[config.mk]
export PLATFORM = sky130hd
export DESIGN_NAME = cart_prg_mapper
export DESIGN_NICKNAME = d
export VERILOG_FILES = /design/src/rtl/cart_pkg.sv /design/src/rtl/cart_prg_mapper.sv
export SDC_FILE = /design/constraint.sdc
export NUM_CORES = 1
export LEC_CHECK = 0
export CAP_MARGIN = 20
export CORE_MARGIN = 2
export CORE_UTILIZATION = 40
export CTS_CLUSTER_DIAMETER = 60
export DETAILED_ROUTE_END_ITERATION = 7
export HOLD_SLACK_MARGIN = 0.08
export PLACE_DENSITY_LB_ADDON = 0.2
export SLEW_MARGIN = 15
export SYNTH_ARGS = -nofsm -noshare
export SYNTH_HDL_FRONTEND = slang
export SYNTH_SLANG_ARGS = --single-unit
[constraint.sdc]
create_clock -name clk_mem -period 4.9 [get_ports clk_mem]
set_clock_uncertainty 0.2 [all_clocks]
set_input_delay 0.49 -clock clk_mem [delete_from_list [all_inputs] [get_ports clk_mem]]
set_output_delay 0.49 -clock clk_mem [all_outputs]
set_load 0.02 [all_outputs]
[src/rtl/cart_pkg.sv]
// Shared types and the PRG address-mapping function for the cartridge PRG mapper.
package cart_pkg;

    typedef enum logic [1:0] {
        MAP_NROM  = 2'd0,
        MAP_UXROM = 2'd2
    } mapper_mode_t;

    typedef enum logic [1:0] {
        ST_INIT,
        ST_IDLE,
        ST_REQ,
        ST_WAIT
    } prg_fsm_t;

    localparam int unsigned BANK_AW    = 14;
    localparam int unsigned BANK_SEL_W = 4;
    localparam int unsigned PRG_MAP_W  = BANK_AW + BANK_SEL_W;

    // CPU bank 0 ($8000) is switchable in UxROM; bank 1 ($C000) is fixed to the last bank.
    function automatic logic [PRG_MAP_W-1:0] prg_map(
        input mapper_mode_t    mode,
        input int unsigned     banks,
        input logic [14:0]     prg_a,
        input logic [BANK_SEL_W-1:0] bank_reg
    );
        logic [BANK_SEL_W-1:0] bank;
        bank = '0;
        if (mode == MAP_UXROM) begin
            bank = prg_a[14] ? BANK_SEL_W'(banks - 1) : bank_reg;
        end else if (banks != 1) begin
            bank = {{(BANK_SEL_W-1){1'b0}}, prg_a[14]};
        end
        return {bank, prg_a[BANK_AW-1:0]};
    endfunction

endpackage

[src/rtl/cart_prg_mapper.sv]
// NROM/UxROM PRG mapper: maps CPU PRG accesses onto SDRAM reads and caches the last byte.
module cart_prg_mapper
    import cart_pkg::*;
#(
    parameter int unsigned PRG_BANKS   = 2,
    parameter int unsigned MAPPER_MODE = 0,
    parameter int unsigned MIRROR      = 1,
    parameter int unsigned MEM_AW      = 21
) (
    input  logic              clk_mem,
    input  logic              rst_n,
    input  logic              prg_nce_in,
    input  logic [14:0]       prg_a_in,
    input  logic              prg_r_nw_in,
    input  logic [7:0]        prg_d_in,
    output logic [7:0]        prg_d_out,
    input  logic [13:0]       chr_a_in,
    output logic              ciram_nce_out,
    output logic              ciram_a10_out,
    output logic              rst_out,
    output logic [MEM_AW-1:0] mem_address,
    output logic              mem_req,
    input  logic              mem_ready,
    input  logic [7:0]        from_mem
);

    localparam mapper_mode_t MODE = mapper_mode_t'(MAPPER_MODE);

    prg_fsm_t                state_q, state_d;
    logic                    rst_out_q = 1'b1;
    logic                    rst_out_d;
    logic                    mem_req_q, mem_req_d;
    logic [MEM_AW-1:0]       mem_address_q, mem_address_d;
    logic [MEM_AW-1:0]       last_addr_q, last_addr_d;
    logic [7:0]              data_q, data_d;
    logic                    valid_q, valid_d;
    logic [BANK_SEL_W-1:0]   bank_q, bank_d;
    logic [MEM_AW-1:0]       mapped_addr;
    logic                    unused_chr;

    assign mapped_addr   = MEM_AW'(prg_map(MODE, PRG_BANKS, prg_a_in, bank_q));
    assign ciram_nce_out = ~chr_a_in[13];
    assign ciram_a10_out = (MIRROR == 1) ? chr_a_in[10] : chr_a_in[11];
    assign unused_chr    = ^{chr_a_in[12], chr_a_in[9:0]};

    assign prg_d_out   = prg_nce_in ? 8'h00 : data_q;
    assign rst_out     = rst_out_q;
    assign mem_req     = mem_req_q;
    assign mem_address = mem_address_q;

    always_comb begin
        state_d       = state_q;
        rst_out_d     = rst_out_q;
        mem_req_d     = 1'b0;
        mem_address_d = mem_address_q;
        last_addr_d   = last_addr_q;
        data_d        = data_q;
        valid_d       = valid_q;
        bank_d        = bank_q;

        if (MODE == MAP_UXROM && !prg_nce_in && !prg_r_nw_in) begin
            bank_d = BANK_SEL_W'(prg_d_in % 8'(PRG_BANKS));
        end

        // Address changes during REQ/WAIT are not tracked; IDLE re-compares afterwards.
        case (state_q)
            ST_INIT: begin
                if (mem_ready) begin
                    state_d   = ST_IDLE;
                    rst_out_d = 1'b0;
                end
            end
            ST_IDLE: begin
                if (mapped_addr != last_addr_q || !valid_q) begin
                    mem_address_d = mapped_addr;
                    last_addr_d   = mapped_addr;
                    mem_req_d     = 1'b1;
                    state_d       = ST_REQ;
                end
            end
            ST_REQ: begin
                state_d = ST_WAIT;
            end
            ST_WAIT: begin
                if (mem_ready) begin
                    data_d  = from_mem;
                    valid_d = 1'b1;
                    state_d = ST_IDLE;
                end
            end
            default: state_d = ST_INIT;
        endcase
    end

    always_ff @(posedge clk_mem) begin
        if (!rst_n) begin
            state_q       <= ST_INIT;
            rst_out_q     <= 1'b1;
            mem_req_q     <= 1'b0;
            mem_address_q <= '0;
            last_addr_q   <= '0;
            data_q        <= '0;
            valid_q       <= 1'b0;
            bank_q        <= '0;
        end else begin
            state_q       <= state_d;
            rst_out_q     <= rst_out_d;
            mem_req_q     <= mem_req_d;
            mem_address_q <= mem_address_d;
            last_addr_q   <= last_addr_d;
            data_q        <= data_d;
            valid_q       <= valid_d;
            bank_q        <= bank_d;
        end
    end

endmodule

==> impl_metrics.tcl, run 1 <==
set metrics [dict create \
    crit_path_end_kind "output pin" \
    vdd_drop_max_v 0.000185 \
    ys_seq_area_share_pct 39.8 \
    portBuffers 53 \
    syn2layout_area_growth_pct 37.7 \
    diodes 0 \
    finalWirelength_um 3020 \
    path_cells "clkdlybuf4s50_1 -> nor2b_1 -> clkdlybuf4s50_1" \
    drc 0 \
    grt.overflow.total 0 \
    fmax_ghz 0.395 \
    drv_slew 0 \
    power.density_mw_per_mm2 396 \
    grt_max_degree 36 \
    antenna_found_initial 0 \
    nets 265 \
    clk_path_buf_depth 2 \
    worst_pin_slew_ns 1.00 \
    ctsResizeCount 0 \
    dr.pass1.iters 4 \
    worstPathMaxFanout 8 \
    core.rowCount 21 \
    core_mm2 0.00336 \
    max_stage_delay_ns 0.61 \
    holdPathStages 2 \
    cts_hold_buf 0 \
    gp_congestion 0.718 \
    fin_crit_ns 2.53 \
    crit_slowest_cell "clkdlybuf4s50_1" \
    drive_gt1_share_pct 3.32 \
    cp.required_ns 4.21 \
    hold_path_class "reg2reg" \
    reg2reg_from "last_addr_q[4]$_SDFFE_PN0P_" \
    syn_avg_cell_area_um2 8.60 \
    cts_tree "built" \
    ys_warn_count 0 \
    start_kind "primary input" \
    final_cell_mix "52 x clkdlybuf4s50_1, 42 x nand2_1, 28 x dfxtp_1" \
    crit_top_cell "clkdlybuf4s50_1" \
    ioPinCount 83 \
    dp_hpwl_um 2300 \
    setup_tns_ns 0 \
    rrSetupSlack_ns 2.85 \
    syn_inst 164 \
    ys_types 25 \
    clk_latency_ns 0.32 \
    status "completed" \
    dieArea_mm2 0.00402 \
    post-route-util_pct 57.7 \
    start_util_pct 41.9 \
    clk_pin_slew_ns 0.15 \
    synth-seq-cells 28 \
    grt_pass1_vias 1218 \
    numClockSinks 28 \
    final_common_cell "clkdlybuf4s50_1" \
    drtIter0Drc 42 \
    r2r-end "last_addr_q[6]$_SDFFE_PN0P_" \
    wl_per_cell_um 11.8 \
    syn_area_mm2 0.00141 \
    maxSlewHeadroom_pct 32.8 \
    endpoint "prg_d_out[0]" \
    grt_setup_unrepaired "false" \
    leakagePower_uw 0.000718 \
    setup_viol 0 \
    path_class "in2out" \
    htreeDepth 1 \
    hold_viol 0 \
    ant_nets 0 \
    viasPerCell 4.70 \
    root_buffer "clkbuf_4" \
    grt_pass1_wl_um 5260 \
    arrival_ns 1.84 \
    maxCapViolCount 0 \
    finalCritPeriodShare_pct 51.7 \
    die-height_um 63.4 \
    ff2ff_path_depth 5 \
    dieWidth_um 63.4 \
    startpoint "prg_nce_in" \
    cts_setup_buffers 0 \
    cts_made_buffers 3 \
    num_vias 1207 \
    grt_use_total_pct 16.1 \
]
state kept, by name (all words and copies together), names as in the netlist:
register	cells
last_addr_q	15
data_q	8
state_q	2
mem_req	1
rst_out	1
valid_q	1
layer usage:
layer	global-route usage [%]	vias to the layer above	share of wire [%]
met5	0	-	0
met4	4.89	0	0.60
met3	4.29	2	6.6
met2	30.5	33	54
met1	17.1	556	39
li1	-	616	-
power by group:
group | internal [µW] | switching, µW
Sequential | 277 | 39.2
Clock | 45.4 | 66.3
Combinational | 171 | 171
cells by family (layout without fill, tap and decap cells):
logic type                 after synthesis  after routing  synth area share (%)
buffers and inverters                   20             62                  8.87
DFF                                     28             28                  39.8
and+or+nand+nor                         69             69                  23.2
other                                    1              6                 0.266
AOI/OAI and AO/OA                       13             13                  5.32
adders and majority gates                3              3                  2.66
muxes                                   15             15                  10.6
xor gates and xnor gates                15             15                  9.32
worst min-delay path by stage:
stage                                 from                      to  slack, ns
finish                rst_out$_SDFFE_PN1P_    rst_out$_SDFFE_PN1P_       0.26
global route        data_q[3]$_SDFFE_PN0P_  data_q[3]$_SDFFE_PN0P_       0.28
CTS                   rst_out$_SDFFE_PN1P_    rst_out$_SDFFE_PN1P_       0.26
detailed placement    rst_out$_SDFFE_PN1P_    rst_out$_SDFFE_PN1P_       0.24
global placement    data_q[1]$_SDFFE_PN0P_  data_q[1]$_SDFFE_PN0P_       0.24
floorplan           data_q[0]$_SDFFE_PN0P_  data_q[0]$_SDFFE_PN0P_       0.23
synthesized netlist by cell type:
master	number	area share, %
clkinv_1	1	0.27
o31ai_1	1	0.53
o31a_1	1	0.62
and3_1	1	0.44
buf_6	1	0.80
mux2i_1	15	11
o22ai_1	1	0.44
o211ai_1	1	0.53
nor4_4	1	1.5
nor2_1	3	0.80
inv_1	4	1.1
ha_1	3	2.7
nand3_1	8	2.8
nand2_1	42	11
buf_4	7	3.7
buf_12	1	1.4
clkbuf_1	6	1.6
a21oi_1	9	3.2
nor2b_1	8	3.5
nand4_1	4	1.8
xnor2_1	15	9.3
and2_1	1	0.44
nor2b_2	1	0.62
conb_1	1	0.27
dfxtp_1	28	40
worst max-delay path: cells and delay by family:
kind          cells  cell delay [ns]
buf+inv           2             1.16
simple gates      1             0.18
stage by stage:
step	cells	worst slack (ns)	total power [µW]	hold WS (ns)	cell area, µm²
final	257	2.37	770	0.259	1940
after floorplan	169	2.99	562	0.232	1430
after CTS	257	2.29	780	0.262	1950
after global placement	253	2.03	654	0.240	1910
after detailed placement	253	1.92	666	0.243	1910
after global routing	257	2.26	823	0.280	1940
area by class of cell:
type / instances / area, µm²
Fill cell: 339 / 1420
Inverter: 5 / 18.8
Tap cell: 46 / 57.6
Multi-Input combinational cell: 121 / 743
Timing Repair Buffer: 53 / 526
Clock buffer: 4 / 36.3
Sequential cell: 28 / 561
Note: power is estimated with default switching activity, not from simulation.
==> run 2: changes to the inputs <==
CORE_UTILIZATION = 34   (was 40)
clock period = 2.3 ns   (was 4.9 ns; I/O delays follow)
==> run 2 against run 1 <==
  * Utilization decreased by 7.3 points
  * Register-to-register slack got worse by 2.6 ns
  * Via count decreased by 2.2%
  * Power increased by 130%
  * Sequential share of layout area decreased by 1.1 points
  * Sequential power increased by 110%
  * Count of clock-buffer cells in the layout decreased by 1
  * First-iteration DRC count increased by 26%
  * Critical path type is now in2reg
  * Highest routed layer unchanged
==> impl_metrics.tcl, run 2 (synthesized netlist as in run 1, its figures left out) <==
set metrics [dict create \
    cts_setup_buffers 0 \
    finalCritPeriodShare_pct 89.9 \
    setup_viol 0 \
    final_cell_mix "53 x clkdlybuf4s50_1, 42 x nand2_1, 28 x dfxtp_1" \
    placed_area_mm2 0.00195 \
    drtIter0Drc 53 \
    largest_reg_flops 15 \
    path_class "in2reg" \
    path_cells "clkdlybuf4s50_1 -> xnor2_1 -> nand4_1 -> nor4_4 -> nor2b_2 -> mux2i_1" \
    dp_cells 261 \
    fmax_ghz 0.484 \
    power.net_switching_uw 595 \
    leakagePower_uw 0.000753 \
    vdd_drop_max_v 0.000545 \
    arrival_ns 2.07 \
    numClockSinks 28 \
    worst_pin_slew_ns 0.993 \
    power_frac_clock_pct 21.6 \
    num_vias 1180 \
    core.rowCount 23 \
    largest_register "last_addr_q" \
    clk_path_buf_depth 2 \
    dr.pass1.iters 4 \
    grt_setup_unrepaired "false" \
    portBuffers 53 \
    ant_nets 0 \
    grt_pass1_vias 905 \
    maxSlewHeadroom_pct 33.5 \
    drive_gt1_share_pct 4.65 \
    dieWidth_um 68.4 \
    start_util_pct 35.3 \
    fin_area_mm2 0.00202 \
    fin_crit_ns 2.07 \
    drc 0 \
    die-height_um 68.4 \
    ctsResizeCount 0 \
    layout.cells.non_filler 265 \
    switching_share_pct 33.3 \
    power.density_mw_per_mm2 888 \
    clk_latency_ns 0.27 \
    reg_top3 "last_addr_q: 15 flops, data_q: 8 flops, state_q: 2 flops" \
    crit_path_end_kind "flop" \
    wl_per_cell_um 10.4 \
    crit_slowest_cell "nor2b_2" \
    diodes 0 \
    p_seq_share_pct 37.6 \
    gp_congestion 0.683 \
    holdPathStages 2 \
    setup_tns_ns 0 \
    cp.required_ns 2.31 \
    grt.overflow.total 0 \
    maxCapViolCount 0 \
    hold_path_class "reg2reg" \
    finalWirelength_um 2760 \
    cts_hold_buf 0 \
    htreeDepth 1 \
    grt_max_degree 35 \
    nets 269 \
    antenna_found_initial 0 \
    start_kind "primary input" \
    cts_tree "built" \
    grt_pass1_wl_um 4000 \
    ff2ff_path_depth 5 \
    p_int_uw 1190 \
    cts_made_buffers 3 \
    clk_pin_slew_ns 0.10 \
    worstPathMaxFanout 16 \
    ioPinCount 83 \
    p_comb_share_pct 40.7 \
    final_common_cell "clkdlybuf4s50_1" \
    status "completed" \
    grt_use_total_pct 10.9 \
    fill_cells 388 \
    root_buffer "clkbuf_8" \
    hold_viol 0 \
    post-route-util_pct 50.4 \
    core_mm2 0.00400 \
    dieArea_mm2 0.00468 \
    syn2layout_area_growth_pct 43.0 \
    dp_hpwl_um 2070 \
    drv_slew 0 \
    max_stage_delay_ns 0.78 \
    viasPerCell 4.45 \
]
==> run 2: cell types whose count changed in the layout (fill, tap and decap cells not counted), sizes merged <==
cell	before	now
clkdlybuf4s50	52	53
bufinv	0	1
clkbuf	4	3
buf	1	4
==> run 2: power by group through the flow <==
stage	sequential (µW)	clock, µW	combinational [µW]
after global routing	687	415	795
after CTS	675	399	743
after floorplan	760	0	437
after global placement	686	0	734
final	674	387	729
after detailed placement	685	0	740
==> run 2: cell type report <==
class	count	area (µm²)	share of cell area (%)
multi-input combinational	121	743	36.8
inverter	5	18.8	0.931
clock buffer	3	41.3	2.05
sequential	28	561	27.8
tap	50	62.6	3.10
clock inverter	1	30.0	1.49
timing repair buffer	57	561	27.8
==> run 2: critical path, delay by kind of cell <==
family	cells	cell delay, ns
buffers and inverters	1	0.43
xor gates and xnor gates	1	0.14
muxes	1	0.27
and+or+nand+nor	3	1.00
==> run 2: layer usage <==
layer / vias to the layer above / global-route usage [%] / wire length, µm
met5: - / 0 / 0
met1: 517 / 14.0 / 1230
li1: 622 / - / -
met2: 37 / 18.9 / 1340
met3: 4 / 2.14 / 169
met4: 0 / 2.25 / 14
==> run 2: final timing paths <==
path	start	to	slack, ns
worst max-delay path	prg_a_in[5]	last_addr_q[2]$_SDFFE_PN0P_	0.23
worst min-delay path	rst_out$_SDFFE_PN1P_	rst_out$_SDFFE_PN1P_	0.25
worst max register to register	last_addr_q[4]$_SDFFE_PN0P_	last_addr_q[2]$_SDFFE_PN0P_	0.28
worst min register to register	rst_out$_SDFFE_PN1P_	rst_out$_SDFFE_PN1P_	0.25
==> run 2: through the flow <==
stage               setup WS, ns  hold WS, ns  power, µW
CTS                        0.166        0.252       1820
global route              0.0660        0.260       1900
floorplan                  0.397        0.172       1200
detailed placement        -0.115        0.236       1420
global placement          -0.113        0.233       1420
finish                     0.232        0.245       1790
==> run 3: changes to the inputs <==
CORE_MARGIN = 10   (was 2)
==> run 3 against run 2 <==
  * Global-route usage down 1.8 points
  * Hold slack got worse by 0.0012 ns
  * Register-to-register slack got worse by 0.04 ns
  * Power down 3.9%
  * Critical path depth is the same
  * First-iteration DRC count shrank 45%
  * Cell count unchanged
  * Combinational power rose by 2%
  * Via count stayed put
  * Fmax decreased by 2.6%
==> impl_metrics.tcl, run 3 (synthesized netlist as in run 1, its figures left out) <==
set metrics [dict create \
    status "completed" \
    core_mm2 0.00400 \
    grt_max_degree 25 \
    fin_area_mm2 0.00200 \
    crit_slowest_cell "nor2b_2" \
    cts_hold_buf 0 \
    largest_reg_flops 15 \
    power.density_mw_per_mm2 860 \
    grt_setup_unrepaired "false" \
    fill_cells 397 \
    maxCapViolCount 0 \
    ff_latch_area_um2 561 \
    num_vias 1180 \
    final_cell_mix "53 x clkdlybuf4s50_1, 42 x nand2_1, 28 x dfxtp_1" \
    hold_viol 0 \
    diodes 0 \
    fin_crit_ns 2.12 \
    dr.pass1.iters 4 \
    ant_nets 0 \
    antenna_found_initial 0 \
    numClockSinks 28 \
    cp.required_ns 2.30 \
    cts_made_buffers 3 \
    path_delay_family "simple AND/OR/NAND/NOR gates" \
    crit_path_end_kind "flop" \
    arrival_ns 2.12 \
    max_stage_delay_ns 0.81 \
    grt_pass1_wl_um 5580 \
    finalCritPeriodShare_pct 92.3 \
    start_kind "primary input" \
    dp_hpwl_um 2610 \
    nets 269 \
    hold-worst-slack_ns 0.244 \
    dieWidth_um 84.4 \
    grt_pass1_vias 1154 \
    largest_register "last_addr_q" \
    fmax_ghz 0.471 \
    grt_use_total_pct 9.08 \
    path_class "in2reg" \
    vdd_drop_max_v 0.000401 \
    leakagePower_uw 0.000747 \
    viasPerCell 4.45 \
    clk_path_buf_depth 2 \
    cts_setup_buffers 0 \
    worstPathMaxFanout 16 \
    root_buffer "clkbuf_8" \
    worst_pin_slew_ns 1.04 \
    clk_latency_ns 0.27 \
    htreeDepth 1 \
    drive_gt1_share_pct 4.65 \
    drc 0 \
    hold_path_class "reg2reg" \
    cts_tree "built" \
    maxSlewHeadroom_pct 30.5 \
    final_common_cell "clkdlybuf4s50_1" \
    finalWirelength_um 3330 \
    portBuffers 53 \
    grt.overflow.total 0 \
    setup_viol 0 \
    drv_slew 0 \
    post-route-util_pct 50.0 \
    reg_top3 "last_addr_q: 15 flops, data_q: 8 flops, state_q: 2 flops" \
    drtIter0Drc 29 \
    die-height_um 84.4 \
    core.rowCount 23 \
    placed_area_mm2 0.00195 \
    cp_num_buf_inv 1 \
    ctsResizeCount 0 \
    wl_per_cell_um 12.6 \
    multi_input_area_um2 743 \
    ioPinCount 83 \
    clk_pin_slew_ns 0.09 \
    path_cells "clkdlybuf4s50_1 -> xnor2_1 -> nand4_1 -> nor4_4 -> nor2b_2 -> mux2i_1" \
    gp_congestion 0.714 \
    syn2layout_area_growth_pct 41.9 \
    dieArea_mm2 0.00712 \
    start_util_pct 35.3 \
]
==> run 3: layer usage <==
| metal | up-vias | GRT usage [%] | part of all wire, % |
|---|---|---|---|
| met5 | - | 0 | 0 |
| met4 | 0 | 2.25 | 0.51 |
| met1 | 512 | 11.0 | 45 |
| met2 | 41 | 14.3 | 45 |
| met3 | 2 | 4.06 | 9.4 |
| li1 | 625 | - | - |
==> run 3: final timing paths <==
kind	start	cells after the start	slack [ns]	to
max	prg_a_in[4]	6	0.18	last_addr_q[2]$_SDFFE_PN0P_
min	rst_out$_SDFFE_PN1P_	2	0.24	rst_out$_SDFFE_PN1P_
max reg2reg	last_addr_q[4]$_SDFFE_PN0P_	5	0.24	last_addr_q[2]$_SDFFE_PN0P_
min reg2reg	rst_out$_SDFFE_PN1P_	2	0.24	rst_out$_SDFFE_PN1P_
==> run 3: per-stage QoR <==
step / cells / power, µW / setup slack [ns] / TNS (ns)
6_report: 265 / 1720 / 0.176 / 0
5_1_grt: 265 / 1840 / 0.0209 / 0
4_1_cts: 265 / 1750 / 0.126 / 0
3_5_place_dp: 261 / 1440 / -0.135 / -1.83
3_3_place_gp: 261 / 1430 / -0.134 / -1.90
2_1_floorplan: 169 / 1200 / 0.397 / 0
==> run 3: worst min-delay path, delay by kind of cell (launching register included) <==
family	cells	cell delay, ns
flops	1	0.32
simple gates	2	0.09
==> run 3: area by class of cell <==
| type | instances | area share [%] |
|---|---|---|
| Timing Repair Buffer | 57 | 28.0 |
| Sequential cell | 28 | 28.0 |
| Multi-Input combinational cell | 121 | 37.1 |
| Tap cell | 50 | 3.13 |
| Clock buffer | 4 | 2.75 |
| Inverter | 5 | 0.938 |
==> run 3: power breakdown <==
part	total, µW	internal, µW	switching, µW
combinational	743	372	370
sequential	673	590	82.4
clock	304	153	151
